`config.mk`:
```
export PLATFORM = sky130hd
export DESIGN_NAME = vga_copper
export DESIGN_NICKNAME = d
export VERILOG_FILES = /design/src/rtl/vga_pkg.sv /design/src/rtl/vga_copper.sv
export SDC_FILE = /design/constraint.sdc
export NUM_CORES = 1
export LEC_CHECK = 0
export BUFFER_PORTS_ARGS = -buffer_cell sky130_fd_sc_hd__clkbuf_2
export CAP_MARGIN = 20
export CORE_AREA = 5 5 97 99
export DETAILED_ROUTE_END_ITERATION = 8
export DIE_AREA = 0 0 102 104
export GPL_TIMING_DRIVEN = 0
export PLACE_DENSITY = 0.76
export SLEW_MARGIN = 10
export SYNTH_ARGS = -nofsm -noshare
export SYNTH_HDL_FRONTEND = slang
export SYNTH_SLANG_ARGS = --single-unit
```
`constraint.sdc`:
```
create_clock -name clk -period 2.6 [get_ports clk]
set_input_delay 0.39 -clock clk [delete_from_list [all_inputs] [get_ports clk]]
set_output_delay 0.39 -clock clk [all_outputs]
set_load 0.01 [all_outputs]
```
`src/rtl/vga_pkg.sv`:
```
// Shared VGA definitions: register offsets, copper opcodes and copper FSM states.
package vga_pkg;

   localparam logic [7:0] VGA_REG_CTRL       = 8'h00;
   localparam logic [7:0] VGA_REG_STATUS     = 8'h04;
   localparam logic [7:0] VGA_REG_HTIMING    = 8'h08;
   localparam logic [7:0] VGA_REG_VTIMING    = 8'h0C;
   localparam logic [7:0] VGA_REG_FB_BASE    = 8'h10;
   localparam logic [7:0] VGA_REG_FB_STRIDE  = 8'h14;
   localparam logic [7:0] VGA_REG_WAIT       = 8'h18;
   localparam logic [7:0] VGA_REG_PAL_IDX    = 8'h1C;
   localparam logic [7:0] VGA_REG_PAL_DATA   = 8'h20;
   localparam logic [7:0] VGA_REG_BG_COLOR   = 8'h24;
   localparam logic [7:0] VGA_REG_SCROLL_X   = 8'h28;
   localparam logic [7:0] VGA_REG_SCROLL_Y   = 8'h2C;
   localparam logic [7:0] VGA_REG_IRQ_EN     = 8'h30;
   localparam logic [7:0] VGA_REG_IRQ_STAT   = 8'h34;
   localparam logic [7:0] VGA_REG_LINE_CMP   = 8'h38;
   localparam logic [7:0] VGA_REG_CUR_LINE   = 8'h3C;
   localparam logic [7:0] VGA_REG_CURSOR_CTL = 8'h40;
   localparam logic [7:0] VGA_REG_CURSOR_X   = 8'h44;
   localparam logic [7:0] VGA_REG_CURSOR_Y   = 8'h48;
   localparam logic [7:0] VGA_REG_CURSOR_CLR = 8'h4C;
   localparam logic [7:0] VGA_REG_CURSOR_POS = 8'h50;

   localparam logic [7:0] COPPER_OP_HALT = 8'hFF;
   localparam logic [7:0] COPPER_OP_JUMP = 8'hFE;

   typedef enum logic [1:0] {
      CU_IDLE,
      CU_FETCH,
      CU_DECODE,
      CU_WRITE
   } copper_state_e;

endpackage

```
`src/rtl/vga_copper.sv`:
```
// Copper: walks a display list in external memory and turns each command into a
// single-beat Wishbone write to the VGA register block, stalling until the write is acked.
module vga_copper
   import vga_pkg::*;
#(
   parameter int         LIST_AW   = 8,
   parameter logic [7:0] WB_BASE   = 8'h04,
   parameter int         TIMEOUT_W = 20
) (
   input  logic               clk,
   input  logic               reset,
   input  logic               start,
   input  logic [LIST_AW-1:0] start_addr,
   input  logic               abort,
   output logic               busy,
   output logic               done,
   output logic               error,
   output logic               list_rd_o,
   output logic [LIST_AW-1:0] list_addr_o,
   input  logic [39:0]        list_data_i,
   output logic [31:0]        wb_addr_o,
   output logic [31:0]        wb_data_o,
   output logic [3:0]         wb_sel_o,
   output logic               wb_we_o,
   output logic               wb_stb_o,
   output logic               wb_cyc_o,
   input  logic               wb_ack_i
);

   // Last count before saturation: the write gives up after 2**TIMEOUT_W-1 unacked cycles.
   localparam logic [TIMEOUT_W-1:0] TMO_LAST = {{(TIMEOUT_W-1){1'b1}}, 1'b0};

   copper_state_e        state_q, state_d;
   logic [LIST_AW-1:0]   pc_q, pc_d;
   logic                 busy_q, busy_d;
   logic                 done_q, done_d;
   logic                 error_q, error_d;
   logic [31:0]          addr_q, addr_d;
   logic [31:0]          data_q, data_d;
   logic                 stb_q, stb_d;
   logic [TIMEOUT_W-1:0] tmo_q, tmo_d;
   logic [7:0]           op;

   assign op = list_data_i[39:32];

   always_ff @(posedge clk or posedge reset) begin
      if (reset) begin
         state_q <= CU_IDLE;
         pc_q    <= '0;
         busy_q  <= 1'b0;
         done_q  <= 1'b0;
         error_q <= 1'b0;
         addr_q  <= '0;
         data_q  <= '0;
         stb_q   <= 1'b0;
         tmo_q   <= '0;
      end else begin
         state_q <= state_d;
         pc_q    <= pc_d;
         busy_q  <= busy_d;
         done_q  <= done_d;
         error_q <= error_d;
         addr_q  <= addr_d;
         data_q  <= data_d;
         stb_q   <= stb_d;
         tmo_q   <= tmo_d;
      end
   end

   always_comb begin
      state_d = state_q;
      pc_d    = pc_q;
      busy_d  = busy_q;
      done_d  = 1'b0;
      error_d = error_q;
      addr_d  = addr_q;
      data_d  = data_q;
      stb_d   = stb_q;
      tmo_d   = tmo_q;

      case (state_q)
         CU_IDLE: begin
            if (start) begin
               pc_d    = start_addr;
               error_d = 1'b0;
               busy_d  = 1'b1;
               state_d = CU_FETCH;
            end
         end
         CU_FETCH: begin
            state_d = CU_DECODE;
         end
         CU_DECODE: begin
            if (op == COPPER_OP_HALT) begin
               done_d  = 1'b1;
               busy_d  = 1'b0;
               state_d = CU_IDLE;
            end else if (op == COPPER_OP_JUMP) begin
               pc_d    = list_data_i[LIST_AW-1:0];
               state_d = CU_FETCH;
            end else begin
               addr_d  = {WB_BASE, 16'h0000, op};
               data_d  = list_data_i[31:0];
               stb_d   = 1'b1;
               tmo_d   = '0;
               state_d = CU_WRITE;
            end
         end
         CU_WRITE: begin
            if (wb_ack_i) begin
               stb_d   = 1'b0;
               pc_d    = pc_q + 1'b1;
               state_d = CU_FETCH;
            end else if (tmo_q == TMO_LAST) begin
               stb_d   = 1'b0;
               error_d = 1'b1;
               busy_d  = 1'b0;
               state_d = CU_IDLE;
            end else begin
               tmo_d = tmo_q + 1'b1;
            end
         end
         default: begin
            state_d = CU_IDLE;
         end
      endcase

      // Abort overrides everything, including an ack landing in the same cycle.
      if (abort && (state_q != CU_IDLE)) begin
         state_d = CU_IDLE;
         pc_d    = pc_q;
         stb_d   = 1'b0;
         busy_d  = 1'b0;
         done_d  = 1'b0;
         error_d = error_q;
      end
   end

   assign busy        = busy_q;
   assign done        = done_q;
   assign error       = error_q;
   assign list_rd_o   = (state_q == CU_FETCH);
   assign list_addr_o = pc_q;
   assign wb_addr_o   = addr_q;
   assign wb_data_o   = data_q;
   assign wb_sel_o    = 4'hF;
   assign wb_we_o     = stb_q;
   assign wb_stb_o    = stb_q;
   assign wb_cyc_o    = stb_q;

endmodule

```
* After elaboration in Yosys (flattened, before gate mapping)
Index checks and enable logic that the tools add are counted.
Word-level totals: bits in registers 75, input port bits 53, output and inout port bits 83, logic and storage cells 85
Operators by class: $add $sub $neg 2, equal/unequal tests 21, multiplexer cells 35, bitwise gates (word level) 3, reductions and logical operators 15
Operator list (number):
- two-way mux 20 bit | 4
- case mux 20 bit (2 select lines) | 1
- two-way mux 8 bit | 4
- case mux 8 bit (3 select lines) | 1
- adder 20 x 1 -> 20 bit (second input constant) | 1
- equality test 20 bit (second input constant) | 1
- != test 3 bit (second input constant) | 6
- equality test 8 bit (second input constant) | 2
- != test 2 bit (second input constant) | 8
- two-way mux 1 bit | 15
- AND reduction 5 bit | 3
- two-way mux 2 bit | 6
- adder 8 x 1 -> 8 bit (second input constant) | 1
- case mux 2 bit (4 select lines) | 1
- AND reduction 6 bit | 1
- nonzero test 2 bit | 3
- nonzero test 3 bit | 2
- equality test 2 bit (second input constant) | 2
- != test 4 bit (second input constant) | 1
- case mux 1 bit (2 select lines) | 2
- AND reduction 4 bit | 1
- nonzero test 4 bit | 1
- inverter 1 bit | 3
- case mux 1 bit (3 select lines) | 1
- 5 further kinds | 5

* Depth between registers and ports, before layout
Gate-level depths: netlist of run 1.
depth in word-level cells 5, depth in mapped cells 9, gate-level depth less buffers 7

* Least setup slack after synthesis of run 1
OpenSTA, ideal clock, no wires.
kind flip-flop to flip-flop, start point register state_q[0], end point register tmo_q[0], setup time 0.121 ns, arrival 1.797 ns, required time 2.479 ns, setup slack 0.682 ns, cell stages (with the launch flop) 10, buffers on the path 2, period minus slack after synthesis 1.918 ns, cells stage by stage dfrtp_1 inv_1 ha_1 buf_2 nand4_1 nor2_1 nor2_1 clkbuf_1 o21ai_0 a22o_1
On the way: longest elaborated chain between the ends 3, elaborated cells between the ends (all ways) 9, those cells by class 6 x eq/ne; 1 x mux; 2 x reduce/logical
Ends and longest elaborated chain:
- start, declared | line vga_copper.sv:33 | copper_state_e state_q, state_d;
- start signal, assigned | line vga_copper.sv:58 | state_q <= state_d;
- equality test 2 bit | line vga_copper.sv:81 | case (state_q)
- != test 2 bit (no source line) / nonzero test 2 bit (equally long branches)
- AND reduction 5 bit (no source line)
- end signal, assigned | line vga_copper.sv:66 | tmo_q <= tmo_d;
- end, declared | line vga_copper.sv:41 | logic [TIMEOUT_W-1:0] tmo_q, tmo_d;
Parallel ways exist; a longest one is shown, timed or not. A chain may end at the register's enable or synchronous reset.

* Final worst setup path of run 1
start point register state_q[0], end point register pc_q[3] (netlist: list_addr_o[3])
On the way: longest elaborated chain between the ends 4, elaborated cells between the ends (all ways) 13, those cells by class 6 x eq/ne; 1 x mux; 1 x bitwise; 5 x reduce/logical
Ends and longest elaborated chain:
- parallel branches: the longest is 4 deep, another holds AND reduction 6 bit
- end signal, assigned | line vga_copper.sv:59 | pc_q <= pc_d;
- end, declared | line vga_copper.sv:34 | logic [LIST_AW-1:0] pc_q, pc_d;
Several ways; the timed one is not identified.

==> results of run 1 <==
[flip-flops by register name, summed over array words and instances, names as in the netlist]
| signal | count |
|---|---|
| wb_addr_o | 9 |
| tmo_q | 20 |
| state_q | 2 |
| busy | 1 |
| wb_data_o | 32 |
| list_addr_o | 8 |
| done | 1 |
| error | 1 |
| wb_cyc_o | 1 |
[through the flow]
stage / utilization [%] / hold WS, ps / std cells / setup WS (ps)
final: 60.3 / 32.7 / 651 / 227
after global routing: 60.3 / 61.7 / 651 / 51.2
after CTS: 60.2 / 39.6 / 651 / 75.0
after detailed placement: 57.7 / 418 / 635 / 105
after global placement: 57.4 / 451 / 634 / -613
after floorplan: - / 480 / 418 / 300
[area by class of cell]
class                           instances  area, um2
Fill cell                             730       3360
Multi-Input combinational cell        290       1980
Sequential cell                        75       1880
Timing Repair Buffer                  109        568
Buffer                                 46        305
Clock buffer                           11        151
Tap cell                              108        135
Clock inverter                          5       60.1
Inverter                                7       28.8
[logic make-up (layout without fill, tap and decap cells)]
logic type	count (synthesis)	after routing	share of synthesized area (%)
and+or+nand+nor	128	128	17.4
AOI/OAI and AO/OA	80	80	13.3
DFF	75	75	45.9
buffers and inverters	53	178	8.05
muxes	44	44	12.0
adders and majority gates	9	9	2.75
other	2	27	0.184
xor gates and xnor gates	2	2	0.429
[worst max-delay path: stages, from the launching register on]
cell and delay [ps]:
dfrtp_1 480, inv_1 150, ha_1 150, buf_2 150
clkbuf_1 370, o31ai_1 140, nand3_1 230, clkbuf_1 390
o21ai_0 170
[worst paths after layout]
path	start	endpoint	slack, ps	cells after the start
max	state_q[0]	list_addr_o[3]	230	8
min	reset	wb_data_o[18]	30	2
max reg2reg	state_q[0]	list_addr_o[3]	230	8
min reg2reg	wb_addr_o[26]	wb_addr_o[26]	480	1
max in group asynchronous	reset	tmo_q[0]	2010	3
min in group clk	list_data_i[23]	wb_data_o[23]	270	2
[power by group]
part / internal (W) / total [W] / switching, W
Combinational: 0.00104 / 0.00230 / 0.00126
Clock: 0.000500 / 0.000959 / 0.000459
Sequential: 0.00160 / 0.00190 / 0.000306
Total: 0.00314 / 0.00516 / 0.00202
[cell usage after synthesis (all sizes together), types with 3 or more instances]
master	n
a21oi	22
a221o	5
a221oi	5
a22o	3
a311oi	3
a31oi	5
and3	8
and4	4
buf	36
clkbuf	10
dfrtp	75
ha	9
inv	7
mux2	40
mux2i	4
nand2	31
nand2b	6
nand3	18
nand4	8
nand4b	3
nor2	19
nor2b	5
nor3	12
nor3b	3
nor4	3
o211ai	6
o21ai	18
o22ai	3
or3	3
[per-layer routing]
layer | vias to the layer above | part of all wire (%) | routed length, um | GRT usage [%]
met5 | - | 0 | 0 | 0
met4 | 0 | 1.7 | 178 | 6.00
met3 | 18 | 9.6 | 1000 | 6.24
met2 | 169 | 49 | 5110 | 32.3
met1 | 1717 | 40 | 4150 | 26.0
li1 | 1682 | - | - | -
==> metrics, run 1 <==
via count about 3600; Post-DRT Antenna Nets 0; P per Cell Area roughly 1000 nW/um2; endpoints failing hold 0; Distinct cells, synth 56; Layout Nets 600; Syn Inst Count between 300 and 400; clock root cell clkbuf_8; Max-cap violations 0; PostCTS Resize Cnt 0; first-pass GRT wire length 17.4 mm; vias in the first global route 3657; area leader, netlist dfrtp_1; CP Launch Type flip-flop; ys flop type dfrtp_1; Final period util about nine tenths; Avg Cell Area, Syn between 10 and 15 um2; DRT iter0 DRCs 260; Area Growth Syn to Fin 24.9%; synth warn 0; register area share after synthesis between 40% and 50%; RSZ-0062 raised after global routing false; Worst EP arrival 2590 ps; n_diodes 0; first drt pass iteration count 5; # hold bufs at CTS 0; total setup buffers inserted after CTS 0; #FFs+latches synth between 70 and 80; CP Capture Type flip-flop; RD Place Congestion between 0.8 and 0.9; Crit path required time 2810 ps; Post-synth ARST share 100%; I/O pin count 136; # rows 34; Num CTS Buffers 9; DRC viols 0; largest net degree at the start of global routing between 40 and 50; Leak 2.45 nW; initial antenna violation count 0; Post-Syn Area between 4000 and 5000 um2; Crit Path Max Fanout 10; Post-Layout Inst Area 5110 um2; clock tree buffer depth 2; Synth top area share 45.9%; Max Slew Vio Count 0; Cell Area, Placed just under 5000 um2; clk_skew between 7 and 8 ps; CTS tree yes; Clock Latency Late Sink 350 ps; Fmax approximately 0.42 GHz; # setup viols final 0; commonest non-fill, non-tap cells in the layout 110 x clkbuf_2, 75 x dfrtp_1, 40 x mux2_2; Clock Sinks 75; status finished clean; Port Buffers about 110; DR vias/cell between 5 and 6; starting density of the core slightly below 50%; Core ar. between 8000 and 9000 um2; slew at the pin with the worst max-slew slack between 500 and 600 ps; Post-synth EDFFs 0; layout cells sized above 1 40.1%; wire per inst 16.0 um; relative max-transition margin about 61%; largest cells by area after synthesis dfrtp_1 46%, mux2_2 11%, buf_4 5.3%; Chip Width 102 um; commonest non-fill, non-tap cell in the layout clkbuf_2; chip height 104 um; Routed WL approximately 10 mm; final global-route overflow total 0; Max H-tree Level 3; PnR Total Power between 0.005 and 0.006 W; DIE AREA ~11000 um2; Peak VDD IR ~0.6 mV; Worst Hold Class primary input to asynchronous set/reset pin; TNS Setup 0 ps; critical setup path kind flip-flop to flip-flop; gr usage total between 20% and 30%; post-detail-place hpwl around 7.7 mm; Tmin final around 2400 ps; Reg clk slew, reported paths 80 ps
(Power assumes the default switching activity.)
==> run 2: changes to the inputs <==
- clock period: 2.6 -> 2.83 ns (I/O delays scaled with it)
==> run 2 against run 1 <==
Register-to-register slack improved by 60 ps. Sequential power decreased by 8%. Critical path depth increased by 1. Worst hold slack better by 36 ps. Critical path type unchanged. Largest cell class unchanged.
==> metrics, run 2 (synthesis results as in run 1) <==
# setup viols final 0; Chip Width 102 um; CP Launch Type flip-flop; Worst Setup SP state_q[0]; vias in the first global route 3657; Core ar. between 8000 and 9000 um2; slew at the pin with the worst max-slew slack about 760 ps; Max-cap violations 0; Crit path required time between 3000 and 4000 ps; relative max-transition margin 48.9%; total setup buffers inserted after CTS 0; area of the multi-input gates just under 2000 um2; TNS Setup 0 ps; Num CTS Buffers 9; commonest non-fill, non-tap cells in the layout 108 x clkbuf_2, 75 x dfrtp_1, 40 x mux2_2; DRC viols 0; clock tree buffer depth 2; post-detail-place hpwl between 7 and 8 mm; PostCTS Resize Cnt 0; chip height about 100 um; P per Cell Area between 900 and 1000 nW/um2; clk_skew a little under 7 ps; Leak approximately 2.4 nW; largest net degree at the start of global routing 46; Area Growth Syn to Fin 24.7%; Worst EP arrival around 2800 ps; first-pass GRT wire length about 17 mm; Worst Hold Class primary input to asynchronous set/reset pin; initial antenna violation count 0; Clock Latency Late Sink between 300 and 400 ps; Peak VDD IR approximately 0.56 mV; Filler Cells Inserted 730; via count ~3600; Layout Nets 600; Clock Sinks 75; Max H-tree Level 3; final global-route overflow total 0; gr usage total about a fifth; Post-Layout Inst Area between 5000 and 6000 um2; Reg clk slew, reported paths roughly 80 ps; Routed WL about 10 mm; # hold bufs at CTS 0; Inst Count DP between 600 and 700; Cell Area, Placed just under 5000 um2; RSZ-0062 raised after global routing false; starting density of the core around half; clock root cell clkbuf_8; first drt pass iteration count 5; endpoints failing hold 0; CP Capture Type flip-flop; CTS tree yes; Tmin final ~2500 ps; r2r setup slk ~290 ps; DR vias/cell 5.49; Final period util 89.9%; Finished Layout Cells between 600 and 700; Post-DRT Antenna Nets 0; layout cells sized above 1 between 30% and 40%; status finished clean; n_diodes 0; DIE AREA roughly 11000 um2; Fmax slightly below 0.4 GHz; wire per inst approximately 16 um; RR Startpoint state_q[0]; commonest non-fill, non-tap cell in the layout clkbuf_2; Final Hold Slack approximately 69 ps; DRT iter0 DRCs between 200 and 250; PnR Total Power 0.00474 W; RD Place Congestion 0.894; # rows 34; register cell area after layout between 1500 and 2000 um2; Max Slew Vio Count 0; Port Buffers approximately 110; I/O pin count between 100 and 150; critical setup path kind flip-flop to flip-flop; Crit Path Max Fanout 10; max reg flops 32
-- run 2: metrics by stage --
step                      util (%)  setup slack (ps)
after floorplan                  -               496
after global routing          60.2              42.7
after CTS                     60.2               305
after detailed placement      57.7               335
after global placement        57.4              -417
final                         60.2               286
-- run 2: worst paths after layout --
path | end | depth (start not counted)
worst max-delay path | tmo_q[19] | 9
worst min-delay path | wb_data_o[18] | 2
worst max register to register | tmo_q[19] | 9
worst min register to register | wb_addr_o[26] | 1
max in group asynchronous | wb_addr_o[26] | 3
min in group clk | wb_data_o[23] | 2
-- run 2: layout make-up --
type | count | area share, %
clock buffers | 11 | 2.97
inverters | 7 | 0.564
repair buffers | 109 | 11.1
plain buffers | 46 | 5.94
clock inverters | 5 | 1.18
multi-input cells | 290 | 38.7
flip-flops and latches | 75 | 36.8
well taps | 108 | 2.65
-- run 2: worst max-delay path: stages, from the launching register on --
cell and delay [ps]:
dfrtp_1 470, inv_1 150, ha_1 150, buf_2 150
nand4_1 130, nor2_1 560, nor2_1 200, clkbuf_1 300
a41o_1 280, nor2_1 80
-- run 2: power by group --
group,switching [W],total [W],internal [W]
Combinational,0.00115,0.00211,0.000954
Clock,0.000425,0.000884,0.000459
Sequential,0.000280,0.00175,0.00147
Total,0.00186,0.00474,0.00288
-- run 2: layer usage --
layer,GRT usage [%],routed length [um],vias to the layer above
met3,6.24,947,18
met5,0,0,-
li1,-,-,1681
met1,26.0,4270,1724
met2,32.3,5060,154
met4,6.00,180,0
==> run 3: changes to the inputs <==
==> constraint.sdc (replaced) <==
create_clock -name clk -period 2.83 [get_ports clk]
set_input_delay 0.283 -clock clk [delete_from_list [all_inputs] [get_ports clk]]
set_output_delay 0.283 -clock clk [all_outputs]
set_load 0.01 [all_outputs]
==> run 3 against run 2 <==
Non-clock buffer count grew 1. Sequential share of layout area fell by 0.072 points. Register-to-register slack is essentially flat. Critical path type unchanged. Largest power group unchanged. Highest routed layer unchanged.
==> metrics, run 3 (synthesis results as in run 1) <==
Worst EP arrival roughly 2800 ps; Area Growth Syn to Fin 25.0%; gr usage total just over 20%; Max Slew Vio Count 0; starting density of the core 48.3%; vias in the first global route 3656; Final period util approximately nine tenths; Max-cap violations 0; Num CTS Buffers 9; CP Capture Type flip-flop; # rows 34; Reg clk slew, reported paths 80 ps; DRC viols 0; Chip Width slightly above 100 um; clock root cell clkbuf_8; largest net degree at the start of global routing 46; worst slack at placement approximately 340 ps; max reg flops 32; Peak VDD IR ~0.56 mV; first-pass GRT wire length 17.4 mm; chip height around 100 um; DIE AREA 10600 um2; critical setup path kind flip-flop to flip-flop; post-layout util ~60%; P per Cell Area just over 900 nW/um2; Port Buffers 108; Clock Latency Late Sink approximately 350 ps; commonest non-fill, non-tap cells in the layout 108 x clkbuf_2, 75 x dfrtp_1, 40 x mux2_2; initial antenna violation count 0; Crit Path Max Fanout 10; commonest non-fill, non-tap cell in the layout clkbuf_2; layout cells sized above 1 around 40%; final global-route overflow total 0; Routed WL approximately 10 mm; via count roughly 3600; # setup viols final 0; I/O pin count ~140; Tmin final between 2000 and 3000 ps; DRT iter0 DRCs 271; setup ws final ~290 ps; CTS tree yes; slew at the pin with the worst max-slew slack 758 ps; CP Launch Type flip-flop; PostCTS Resize Cnt 0; DR vias/cell around 5.5; clock tree buffer depth 2; post-detail-place hpwl slightly below 8 mm; RD Place Congestion 0.894; first drt pass iteration count 5; Layout Nets about 600; RSZ-0062 raised after global routing false; status finished clean; Crit path required time roughly 3100 ps; wire per inst ~16 um; Worst Hold Class primary input to flip-flop; relative max-transition margin 49.2%; PnR Total Power between 0.004 and 0.005 W; endpoints failing hold 0; Leak around 2.4 nW; Max H-tree Level 3; n_diodes 0; Core ar. between 8000 and 9000 um2; Fmax around 0.39 GHz; Post-DRT Antenna Nets 0; Clock Sinks 75; clk_skew between 6 and 7 ps
## run 3: cell count changes in the layout (fill, tap and decap cells not counted)
cell / before / now
dlygate4sd3_1: 0 / 1
## run 3: path summary, 6_finish.rpt
kind	startpoint	endpoint	slack [ps]	cells past startpoint
worst min register to register	wb_addr_o[26]	wb_addr_o[26]	480	1
min in group asynchronous	reset	wb_data_o[18]	480	3
worst max-delay path	state_q[0]	tmo_q[19]	290	9
worst max register to register	state_q[0]	tmo_q[19]	290	9
max in group asynchronous	reset	list_addr_o[5]	1790	4
worst min-delay path	list_data_i[23]	wb_data_o[23]	160	2
## run 3: layer usage
metal	wire length, um	vias up	global-route usage, %
li1	-	1685	-
met1	4270	1699	26.0
met2	5060	159	32.3
met3	988	17	6.24
met4	168	0	6.00
met5	0	-	0
## run 3: stage by stage
stage | TNS (ps) | instance area (um2) | hold WS (ps) | std cells
final | 0 | 5110 | 162 | 652
after floorplan | 0 | 4180 | 434 | 418
after detailed placement | 0 | 4890 | 311 | 635
after CTS | 0 | 5110 | 154 | 652
after global placement | -20380 | 4860 | 451 | 634
after global routing | 0 | 5110 | 142 | 652
## run 3: what timing repair did
item | 4_1_cts | 5_1_grt
hold buffers | 1 | 0
endpoints found under the hold margin | 30 | 0
endpoints found under the setup margin | 0 | 0
setup buffers | 0 | 0
## run 3: final cells by class
| class | instances | area [um2] |
|---|---|---|
| clock buffer | 11 | 151 |
| sequential | 75 | 1880 |
| fill | 727 | 3360 |
| inverter | 7 | 28.8 |
| timing repair buffer | 110 | 578 |
| multi-input combinational | 290 | 1980 |
| clock inverter | 5 | 60.1 |
| tap | 108 | 135 |
| buffer | 46 | 303 |
## run 3: worst max-delay path: stages, from the launching register on
cell	delay (ps)
dfrtp_1	480
inv_1	150
ha_1	160
buf_2	150
nand4_1	130
nor2_1	560
nor2_1	200
clkbuf_1	300
a41o_1	280
nor2_1	80
## run 3: power by group
| part | internal, W | switching, W | leakage (nW) |
|---|---|---|---|
| Clock | 0.000459 | 0.000422 | 0.106 |
| Combinational | 0.000955 | 0.00115 | 1.41 |
| Sequential | 0.00147 | 0.000280 | 0.934 |
| Total | 0.00288 | 0.00186 | 2.45 |
